<file path="src/rtl/romulus_tkx_loader.sv">
// -----------------------------------------------------------------------------
// romulus_tkx_loader
//
// Purpose:
//   Loads the 128-bit tweakey as a stream of BUSWIDTH-wide beats and keeps the
//   round key for a Romulus TBC core. The round function supplies the next
//   round key (tkx_next). The correction logic supplies the inverse-scheduled
//   key (tkx_rewind), which restores the round-0 key on rewind.
//
// Parameters:
//   BUSWIDTH  beat width, legal values 8, 32, 64 and 128
//   ROUNDS    round steps per TBC call, legal range 1..63
//
// Ports:
//   clk         single clock, rising edge
//   rst_n       asynchronous active-low reset
//   load_start  one-cycle pulse that starts a key load (highest priority)
//   sdi_data    key beat; the first beat ends up most significant
//   sdi_valid   key beat valid
//   sdi_ready   high only in LOAD; a beat transfers on sdi_valid && sdi_ready
//   step        advance one round (READY/RUN)
//   rewind      restore the round-0 key (READY/RUN/DONE), beats step
//   tkx_next    next-round key from the round function
//   tkx_rewind  corrected key from the correction logic
//   tkx         current round key, registered
//   round_cnt   rounds taken since the last load or rewind
//   loaded      state READY
//   done        state DONE (round_cnt == ROUNDS)
//
// Configuration:
//   ROMULUS_TKX_SHADOW_EN  when defined, a shadow register captures the
//                          completed key. Rewind then restores the key from
//                          the shadow register and ignores tkx_rewind.
//                          When undefined, rewind loads tkx_rewind.
// -----------------------------------------------------------------------------
module romulus_tkx_loader #(
  parameter int BUSWIDTH = 32,
  parameter int ROUNDS   = 40
) (
  input  logic                clk,
  input  logic                rst_n,
  input  logic                load_start,
  input  logic [BUSWIDTH-1:0] sdi_data,
  input  logic                sdi_valid,
  output logic                sdi_ready,
  input  logic                step,
  input  logic                rewind,
  input  logic [127:0]        tkx_next,
  input  logic [127:0]        tkx_rewind,
  output logic [127:0]        tkx,
  output logic [5:0]          round_cnt,
  output logic                loaded,
  output logic                done
);

  localparam int         BEATS     = 128 / BUSWIDTH;
  localparam logic [4:0] LAST_BEAT = 5'(BEATS - 1);
  localparam logic [5:0] ROUNDS_C  = 6'(ROUNDS);

  typedef enum logic [2:0] {
    ST_IDLE  = 3'd0,
    ST_LOAD  = 3'd1,
    ST_READY = 3'd2,
    ST_RUN   = 3'd3,
    ST_DONE  = 3'd4
  } state_t;

  state_t       state_r;
  logic [4:0]   beat_cnt_r;
  logic [127:0] tkx_r;
  logic [5:0]   round_cnt_r;
  logic         sdi_ready_r;
  logic         loaded_r;
  logic         done_r;

  logic         xfer_s;
  logic [127:0] shifted_s;
  logic [127:0] rewind_key_s;
  logic [5:0]   round_inc_s;

  // sdi_ready_r mirrors state LOAD, so the handshake needs no state decode
  assign xfer_s      = sdi_valid && sdi_ready_r;
  assign round_inc_s = round_cnt_r + 6'd1;

  // A full-width beat replaces the key, because there is nothing left to shift
  generate
    if (BUSWIDTH == 128) begin : g_full_beat
      assign shifted_s = 128'(sdi_data);
    end else begin : g_shift_beat
      assign shifted_s = {tkx_r[127-BUSWIDTH:0], sdi_data};
    end
  endgenerate

`ifdef ROMULUS_TKX_SHADOW_EN
  logic [127:0] shadow_r;
  logic         unused_rewind_s;

  // tkx_rewind has no function when the shadow copy supplies the round-0 key
  assign unused_rewind_s = ^tkx_rewind;

  // Capture the completed key on the final transfer of a load
  always_ff @(posedge clk or negedge rst_n) begin
    if (!rst_n) begin
      shadow_r <= 128'd0;
    end else if (!load_start && (state_r == ST_LOAD) && xfer_s
                 && (beat_cnt_r == LAST_BEAT)) begin
      shadow_r <= shifted_s;
    end else begin
      shadow_r <= shadow_r;
    end
  end

  assign rewind_key_s = shadow_r;
`else
  assign rewind_key_s = tkx_rewind;
`endif

  // Main FSM: state, key, counters and registered status outputs
  always_ff @(posedge clk or negedge rst_n) begin
    if (!rst_n) begin
      state_r     <= ST_IDLE;
      beat_cnt_r  <= 5'd0;
      tkx_r       <= 128'd0;
      round_cnt_r <= 6'd0;
      sdi_ready_r <= 1'b0;
      loaded_r    <= 1'b0;
      done_r      <= 1'b0;
    end else if (load_start) begin
      // Restart from any state. The key is kept until new beats shift in.
      state_r     <= ST_LOAD;
      beat_cnt_r  <= 5'd0;
      round_cnt_r <= 6'd0;
      sdi_ready_r <= 1'b1;
      loaded_r    <= 1'b0;
      done_r      <= 1'b0;
    end else begin
      case (state_r)
        ST_IDLE: begin
          sdi_ready_r <= 1'b0;
          loaded_r    <= 1'b0;
          done_r      <= 1'b0;
        end
        ST_LOAD: begin
          if (xfer_s) begin
            tkx_r <= shifted_s;
            if (beat_cnt_r == LAST_BEAT) begin
              state_r     <= ST_READY;
              beat_cnt_r  <= 5'd0;
              sdi_ready_r <= 1'b0;
              loaded_r    <= 1'b1;
            end else begin
              beat_cnt_r  <= beat_cnt_r + 5'd1;
            end
          end else begin
            beat_cnt_r <= beat_cnt_r;
          end
        end
        ST_READY, ST_RUN: begin
          if (rewind) begin
            tkx_r       <= rewind_key_s;
            round_cnt_r <= 6'd0;
            state_r     <= ST_READY;
            loaded_r    <= 1'b1;
          end else if (step) begin
            tkx_r       <= tkx_next;
            round_cnt_r <= round_inc_s;
            loaded_r    <= 1'b0;
            // A single-round configuration goes straight from READY to DONE
            if (round_inc_s == ROUNDS_C) begin
              state_r <= ST_DONE;
              done_r  <= 1'b1;
            end else begin
              state_r <= ST_RUN;
            end
          end else begin
            tkx_r <= tkx_r;
          end
        end
        ST_DONE: begin
          // Further steps do not wrap round_cnt. Only rewind or load leaves DONE.
          if (rewind) begin
            tkx_r       <= rewind_key_s;
            round_cnt_r <= 6'd0;
            state_r     <= ST_READY;
            loaded_r    <= 1'b1;
            done_r      <= 1'b0;
          end else begin
            tkx_r <= tkx_r;
          end
        end
        default: begin
          state_r     <= ST_IDLE;
          beat_cnt_r  <= 5'd0;
          round_cnt_r <= 6'd0;
          sdi_ready_r <= 1'b0;
          loaded_r    <= 1'b0;
          done_r      <= 1'b0;
        end
      endcase
    end
  end

  assign sdi_ready = sdi_ready_r;
  assign tkx       = tkx_r;
  assign round_cnt = round_cnt_r;
  assign loaded    = loaded_r;
  assign done      = done_r;

endmodule

</file>
<file path="config.mk">
export PLATFORM = sky130hd
export DESIGN_NAME = romulus_tkx_loader
export DESIGN_NICKNAME = d
export VERILOG_FILES = /design/src/rtl/romulus_tkx_loader.sv
export SDC_FILE = /design/constraint.sdc
export NUM_CORES = 1
export LEC_CHECK = 0
export CAP_MARGIN = 40
export CORE_AREA = 3 3 168 170
export CTS_CLUSTER_DIAMETER = 80
export DETAILED_ROUTE_END_ITERATION = 10
export DIE_AREA = 0 0 171 173
export GPL_TIMING_DRIVEN = 0
export PLACE_DENSITY = 0.66
export SKIP_CTS_REPAIR_TIMING = 1
export SLEW_MARGIN = 40
export SYNTH_ARGS = -nofsm -noshare
export SYNTH_HDL_FRONTEND = slang
export SYNTH_SLANG_ARGS = --single-unit
</file>
<file path="constraint.sdc">
create_clock -name clk -period 2.14 [get_ports clk]
set_input_delay 0.428 -clock clk [delete_from_list [all_inputs] [get_ports clk]]
set_output_delay 0.428 -clock clk [all_outputs]
set_load 0.02 [all_outputs]
</file>
# After elaboration in Yosys (flattened, before gate mapping)
# Cells that the tools add are included.
[totals]
register_bits = 145
in_bits = 294
out_inout_bits = 137
wordCells = 84
[classes]
add_sub_neg = 2
n_eq_ne = 21
n_mux = 39
bitwise = 1
reduce_logical = 14
[op_table]
columns = ["cell", "count"]
rows = [
  ["$mux 128", 4],
  ["$pmux 128 s3", 1],
  ["$mux 6", 4],
  ["$mux 3", 7],
  ["$ne 3x3->1 const B", 7],
  ["$pmux 6 s3", 1],
  ["$mux 5", 3],
  ["$reduce_and 5->1", 3],
  ["$mux 1", 14],
  ["$pmux 3 s4", 1],
  ["$pmux 5 s2", 1],
  ["$ne 2x2->1 const B", 4],
  ["$add 6x1->6 const B", 1],
  ["$eq 3x2->1 const B", 2],
  ["$eq 6x6->1 const B", 1],
  ["$ne 2x1->1 const B", 3],
  ["$pmux 1 s3", 2],
  ["$reduce_and 3->1", 2],
  ["$add 5x1->5 const B", 1],
  ["$eq 5x2->1 const B", 1],
  ["$ne 4x4->1 const B", 1],
  ["$reduce_and 4->1", 1],
  ["$reduce_or 2->1", 2],
  ["$reduce_or 4->1", 1],
  ["9 further kinds", 9],
]

# Longest topological paths before layout
# Gate-level depths: netlist of run 1.
[logic_depth]
word_depth = 7
depth_mapped = 7

# Worst setup path after synthesis of run 1
# Ideal clock, no wire load.
[synth_timing]
kind = "reg-to-reg"
from = "reg state_r[1]"
to = "reg tkx_r[0] (netlist: tkx[0])"
setup_time_ns = 0.125
arrival_time_ns = 1.746
required_ns = 2.015
path_slack_ns = 0.269
path_stages_with_launch = 8
path_buffers = 3
period_less_slack_ns = 1.871
path_cell_list = "dfrtp_1 > buf_2 > nor2_2 > a31oi_1 > a221o_1 > buf_4 > buf_6 > mux2_4"
[synth_between]
elab_chain_len = 4
word_cells_on_any_way = 11
classes_between = "7 x eq/ne; 1 x mux; 3 x reduce/logical"
[synth_rtl]
columns = ["item", "line_no", "text"]
rows = [
  ["start: declaration", "68", "state_t state_r;"],
  ["start signal: assignment", "121", "state_r <= ST_IDLE;"],
  ["start signal: assignment", "130", "state_r <= ST_LOAD;"],
  ["start signal: assignment", "147", "state_r <= ST_READY;"],
  ["$eq 3x2->1", "137", "case (state_r)"],
  ["$reduce_or 2->1", "137", ""],
  ["$ne 3x3->1 (no source line) or $reduce_bool 3->1 (tied branches)", "n/a", ""],
  ["$reduce_and 5->1 (no source line)", "n/a", ""],
  ["end signal: assignment", "145", "tkx_r <= shifted_s;"],
  ["end signal: assignment", "160", "tkx_r <= rewind_key_s;"],
  ["end signal: assignment", "165", "tkx_r <= tkx_next;"],
  ["end: declaration", "70", "logic [127:0] tkx_r;"],
]
# Parallel ways exist; a longest one is shown, timed or not.
# A chain may end at the register's enable or synchronous reset.

# Final worst setup path of run 1
[layout_timing]
from = "reg state_r[2]"
to = "reg tkx_r[82] (netlist: tkx[82])"
# The elaborated chain is that of the path after synthesis.

==> impl_metrics.json, run 1 <==
{
  "gp_congestion": 0.884,
  "critPathRequiredTime_ps": 2440,
  "max_freq_ghz": 0.477,
  "peakVddDrop_mv": 0.617,
  "synthAdderAreaFrac_pct": 0.289,
  "period_share_pct": 97.9,
  "crit_type": "flip-flop to flip-flop",
  "avgSynthCellArea_sq_um": 12.5,
  "ys_seq_area_share_pct": 41.9,
  "synth_cells": 695,
  "start_kind": "flip-flop",
  "ios": 431,
  "clock_path_buffers": 2,
  "mappedNetlistNets": 991,
  "final.setup.tns_ps": 0,
  "power.share.sequential_pct": 29.5,
  "cts_max_level": 4,
  "core_area_sq_um": 26900,
  "netSwitchingPower_mw": 6.60,
  "leakagePower_nw": 6.20,
  "start_util_pct": 32.2,
  "outcome": "finished, final reports clean",
  "synth_simple_gate_area_share_pct": 12.7,
  "final-max-slew-violation-count": 0,
  "clk_pin_slew_ps": 70,
  "hpwl_microns": 27700,
  "layoutNonFillerInstCount": 1505,
  "synth_top_family_by_area": "multiplexers",
  "die_w_microns": 171,
  "grt_max_degree": 71,
  "synthFlopType": "dfrtp_1",
  "drv_cap": 0,
  "end_kind": "flip-flop",
  "grt_pass1_vias": 8001,
  "final_layout_size_suffix_gt1_share_pct": 19.9,
  "synth_cell_types": 49,
  "synth_xor_area_share_pct": 0.404,
  "drt_iter0_markers": 422,
  "wire_per_inst_microns": 23.2,
  "async_flop_share_pct": 100,
  "numCtsBuffers": 17,
  "synth_edf_count": 0,
  "skew_ps": 18.4,
  "cp_max_fo": 10,
  "cts-root-buf": "clkbuf_16",
  "track_usage_pct": 22.6,
  "totalWireLength_microns": 34900,
  "nets": 1444,
  "fin_crit_ps": 2100,
  "critPathBufInv": 3,
  "vias": 7755,
  "setup_violations": 0,
  "grt_pass1_wl_microns": 50600,
  "yosysWarnings": 0,
  "hold_viol": 0,
  "muxShareOfSynthArea_pct": 21.6,
  "clkPwrFrac_pct": 16.3,
  "relSlewSlack_pct": 60.9,
  "p_comb_share_pct": 54.1,
  "die-area_sq_um": 29600,
  "clock_sinks": 145,
  "p_sw_share_pct": 36.0,
  "dp.cells": 1467,
  "synth_area_sq_um": 8660,
  "antenna_found_initial": 5,
  "detail-route-antenna-nets": 0,
  "via_per_inst": 5.15,
  "p_per_area_nw_per_um2": 1290,
  "synth_compound_area_share_pct": 18.0,
  "tightest_slew_ps": 578,
  "ys_ff_latch": 145,
  "die_y_microns": 173,
  "cpMaxStageDelayCell": "a221o_1",
  "crit_family": "buffers and inverters",
  "cp_cell_sequence": "clkbuf_4 > nor3b_4 > a31oi_1 > a221o_1 > buf_8 > buf_6 > mux2_4",
  "cpPeakStageDelay_ps": 380,
  "crit_arrival_ps": 2400,
  "clock_latency_ps": 430,
  "syn_to_final_growth_pct": 63.3,
  "cts_tree": "built",
  "holdCritPathClass": "primary input to async pin",
  "final_common_cell": "clkdlybuf4s50_1",
  "overflow": 0,
  "dr.pass1.iters": 5,
  "layout_common_cells": "clkdlybuf4s50_1, dfrtp_1, and2_1, a221o_1, mux2_4",
  "reg2reg_slack_ps": 40,
  "io_buffers": 429,
  "num_rows": 60,
  "route.detailed.drc": 0,
  "internal_power_mw": 11.7
}
-- layout make-up --
type                    count  area (sq um)
multi-input cells         481          4620
diodes                      3          7.51
flip-flops and latches    145          3630
repair buffers            434          4380
well taps                 341           427
fillers                  2365         12700
plain buffers              63           503
inverters                   6          22.5
clock buffers              20           437
clock inverters            12           133
-- cell families after synthesis --
| family | after synthesis |
|---|---|
| AND/OR/NAND/NOR | 177 |
| buffers and inverters | 69 |
| XOR/XNOR | 4 |
| adder cells (fa/ha/maj) | 2 |
| AO/OA/AOI/OAI | 169 |
| multiplexers | 129 |
| flip-flops | 145 |
-- power by group through the flow --
stage               Combinational, mW  Clock (mW)  Sequential [mW]
floorplan                        4.35           0             6.46
global placement                 9.80           0             5.40
detailed placement               9.91           0             5.43
CTS                              9.93        3.04             5.39
global route                     10.4        3.17             5.58
finish                           9.92        2.99             5.41
-- stage by stage --
stage	setup slack (ps)	util, %	hold slack [ps]	power (mW)	area, sq um
after floorplan	269	-	132	10.8	8660
after global placement	-5620	49.8	489	15.2	13400
after detailed placement	-769	50.0	242	15.3	13400
after CTS	-398	52.1	-219	18.4	14000
after global routing	-25.7	52.6	400	19.1	14100
final	44.0	52.7	420	18.3	14200
-- Yosys cell counts (3+ instances only) --
library cell | number | share of area [%]
a31oi_1 | 6 | 0.43
nand2_1 | 7 | 0.30
a21oi_1 | 5 | 0.29
mux2_2 | 17 | 2.2
mux2_4 | 112 | 19
a21o_1 | 3 | 0.26
buf_8 | 8 | 1.4
nor4b_1 | 3 | 0.30
inv_1 | 6 | 0.26
xnor2_1 | 3 | 0.30
a221o_1 | 129 | 15
nor2_1 | 8 | 0.35
o21ai_0 | 7 | 0.40
nand3_1 | 10 | 0.58
dfrtp_1 | 145 | 42
buf_6 | 5 | 0.65
nor3_1 | 3 | 0.17
buf_4 | 12 | 1.0
clkbuf_1 | 29 | 1.3
buf_2 | 9 | 0.52
and2_1 | 131 | 9.5
o31ai_1 | 3 | 0.26
-- per-layer routing --
layer | track usage, % | vias up | share of wire, %
li1 | - | 3585 | -
met1 | 28.2 | 3846 | 42
met2 | 38.9 | 272 | 50
met3 | 5.24 | 46 | 6.1
met4 | 6.54 | 6 | 2.2
met5 | 0 | - | 0.11
-- final timing paths --
path | to | start | cells past startpoint
hold reg to reg | tkx[127]$_DFFE_PN0P_ | tkx[127]$_DFFE_PN0P_ | 1
max in group asynchronous | tkx[106]$_DFFE_PN0P_ | rst_n | 3
setup reg to reg | tkx[82]$_DFFE_PN0P_ | state_r[2]$_DFFE_PN0P_ | 7
hold / removal | tkx[27]$_DFFE_PN0P_ | rst_n | 2
setup / recovery | tkx[82]$_DFFE_PN0P_ | state_r[2]$_DFFE_PN0P_ | 7
min in group clk | loaded$_DFFE_PN0P_ | load_start | 2
-- sequential cells by signal (all words and copies together), names as in the netlist --
register,count
done,1
round_cnt,6
loaded,1
state_r,3
beat_cnt_r,5
sdi_ready,1
tkx,128
-- worst register-to-register path: cells and delay by family, from the launching register on --
family	cells	cell delay (ps)
mux	1	310
buf+inv	3	560
simple gates	1	270
compound gates	2	470
flops	1	360
Power figures use the tool's default switching activity.
==> run 2, diff against run 1 <==
- CAP_MARGIN: 40 -> 20
==> results of run 2 <==
Same layout as run 1: the final DEF is identical, and so are final timing and power.
==> run 3, diff against run 2 <==
==> constraint.sdc (replaced) <==
create_clock -name clk -period 2.14 [get_ports clk]
set_input_delay 0.642 -clock clk [delete_from_list [all_inputs] [get_ports clk]]
set_output_delay 0.642 -clock clk [all_outputs]
set_load 0.02 [all_outputs]
==> run 3 against run 2 <==
Net effect:
- die area did not move
- critical path depth fell by 6
- clock skew fell by 5.8 ps
- power fell by 0.40%
- worst setup slack got worse by 20 ps
- clock-buffer cell count did not move
- global-route usage did not move
- register-to-register slack barely moved
- first-iteration DRC count fell by 1.4%
- routed wire length rose by 0.82%
- worst hold slack improved by 91 ps
- design area rose by 1.4%
==> impl_metrics.json, run 3 (synthesized netlist as in run 1, its figures left out) <==
{
  "peakVddDrop_mv": 0.573,
  "max_freq_ghz": 0.473,
  "hold_viol": 0,
  "p_per_area_nw_per_um2": 1270,
  "cpPeakStageDelay_ps": 670,
  "reg2reg_depth": 7,
  "num_rows": 60,
  "final_layout_size_suffix_gt1_share_pct": 20.2,
  "power.share.sequential_pct": 29.6,
  "via_per_inst": 5.19,
  "hpwl_microns": 27700,
  "endpoint": "tkx[35]",
  "crit_family": "buffers and inverters",
  "netSwitchingPower_mw": 6.60,
  "final_common_cell": "clkdlybuf4s50_1",
  "die_w_microns": 171,
  "relSlewSlack_pct": 60.1,
  "outcome": "finished, final reports clean",
  "totalWireLength_microns": 35200,
  "end_kind": "output port",
  "holdCritPathClass": "flip-flop to flip-flop",
  "fillers": 2358,
  "layout_common_cells": "clkdlybuf4s50_1, dfrtp_1, and2_1, a221o_1, mux2_4",
  "clock_latency_ps": 420,
  "largest_reg_flops": 128,
  "clock_path_buffers": 2,
  "clock_sinks": 145,
  "dr.pass1.iters": 5,
  "dp.cells": 1467,
  "numCtsBuffers": 17,
  "syn_to_final_growth_pct": 65.6,
  "timing.rr.end": "tkx[82]$_DFFE_PN0P_",
  "fin_crit_ps": 2120,
  "io_buffers": 429,
  "critPathBufInv": 1,
  "cts_max_level": 4,
  "antenna_found_initial": 5,
  "core_area_sq_um": 26900,
  "tightest_slew_ps": 590,
  "crit_type": "flip-flop to output port",
  "grt_pass1_wl_microns": 50600,
  "start_kind": "flip-flop",
  "drv_cap": 0,
  "overflow": 0,
  "final-max-slew-violation-count": 0,
  "holdWs_ps": 510,
  "internal_power_mw": 11.6,
  "cts-root-buf": "clkbuf_16",
  "clkPwrFrac_pct": 16.4,
  "nets": 1446,
  "crit_start": "tkx[35]$_DFFE_PN0P_",
  "final.setup.tns_ps": 0,
  "wire_per_inst_microns": 23.3,
  "reg2reg_slack_ps": 30,
  "grt_max_degree": 71,
  "critPathRequiredTime_ps": 1500,
  "gp_congestion": 0.884,
  "cp_cell_sequence": "clkdlybuf4s50_1",
  "die_y_microns": 173,
  "route.detailed.drc": 0,
  "layoutNonFillerInstCount": 1507,
  "vias": 7814,
  "drt_iter0_markers": 416,
  "cp_max_fo": 3,
  "start_util_pct": 32.2,
  "ios": 431,
  "cts_tree": "built",
  "detail-route-antenna-nets": 0,
  "grt_pass1_vias": 8001,
  "die-area_sq_um": 29600,
  "period_share_pct": 98.9,
  "track_usage_pct": 22.6,
  "cpMaxStageDelayCell": "clkdlybuf4s50_1",
  "leakagePower_nw": 6.86,
  "crit_arrival_ps": 1470,
  "cp.depth": 1,
  "p_sw_share_pct": 36.2,
  "clk_pin_slew_ps": 60,
  "setup_violations": 0,
  "skew_ps": 12.5,
  "reg2reg_from": "state_r[1]$_DFFE_PN0P_",
  "p_comb_share_pct": 54.0
}
[run 3: layout make-up]
| cell class | count | area (sq um) | area share [%] |
|---|---|---|---|
| Buffer | 63 | 512 | 3.57 |
| Clock inverter | 12 | 133 | 0.925 |
| Clock buffer | 20 | 437 | 3.04 |
| Timing Repair Buffer | 436 | 4550 | 31.7 |
| Sequential cell | 145 | 3630 | 25.3 |
| Inverter | 6 | 22.5 | 0.157 |
| Tap cell | 341 | 427 | 2.97 |
| Multi-Input combinational cell | 481 | 4620 | 32.2 |
| Antenna cell | 3 | 7.51 | 0.0523 |
[run 3: metal layers]
| metal | vias to the layer above | wire (microns) | GRT usage [%] |
|---|---|---|---|
| met4 | 6 | 787 | 6.54 |
| met3 | 52 | 2110 | 5.24 |
| met5 | - | 39 | 0 |
| met2 | 292 | 17500 | 38.9 |
| met1 | 3871 | 14800 | 28.2 |
| li1 | 3593 | - | - |
[run 3: stage by stage]
step                cell area (sq um)  utilization, %  setup slack [ps]  total power [mW]
floorplan                        8660               -               122              10.8
global placement                13400            49.8             -5840              15.2
detailed placement              13400            50.0              -983              15.3
CTS                             14000            52.1              -543              18.4
global route                    14300            53.4             -41.4              19.0
finish                          14300            53.4              23.8              18.2
[run 3: worst min path at each step]
stage | endpoint | depth (start not counted) | startpoint
detailed placement | tkx[27]$_DFFE_PN0P_ | 1 | rst_n
floorplan | beat_cnt_r[0]$_DFFE_PN0P_ | 0 | rst_n
finish | tkx[127]$_DFFE_PN0P_ | 1 | tkx[127]$_DFFE_PN0P_
global placement | tkx[108]$_DFFE_PN0P_ | 1 | tkx[108]$_DFFE_PN0P_
CTS | tkx[27]$_DFFE_PN0P_ | 1 | rst_n
global route | tkx[115]$_DFFE_PN0P_ | 1 | tkx[115]$_DFFE_PN0P_
[run 3: power groups by stage]
stage	Sequential, mW	Clock (mW)	Combinational, mW
2_1_floorplan	6.46	0	4.35
3_3_place_gp	5.40	0	9.80
3_5_place_dp	5.43	0	9.91
4_1_cts	5.39	3.04	9.93
5_1_grt	5.56	3.17	10.3
6_report	5.39	2.99	9.86
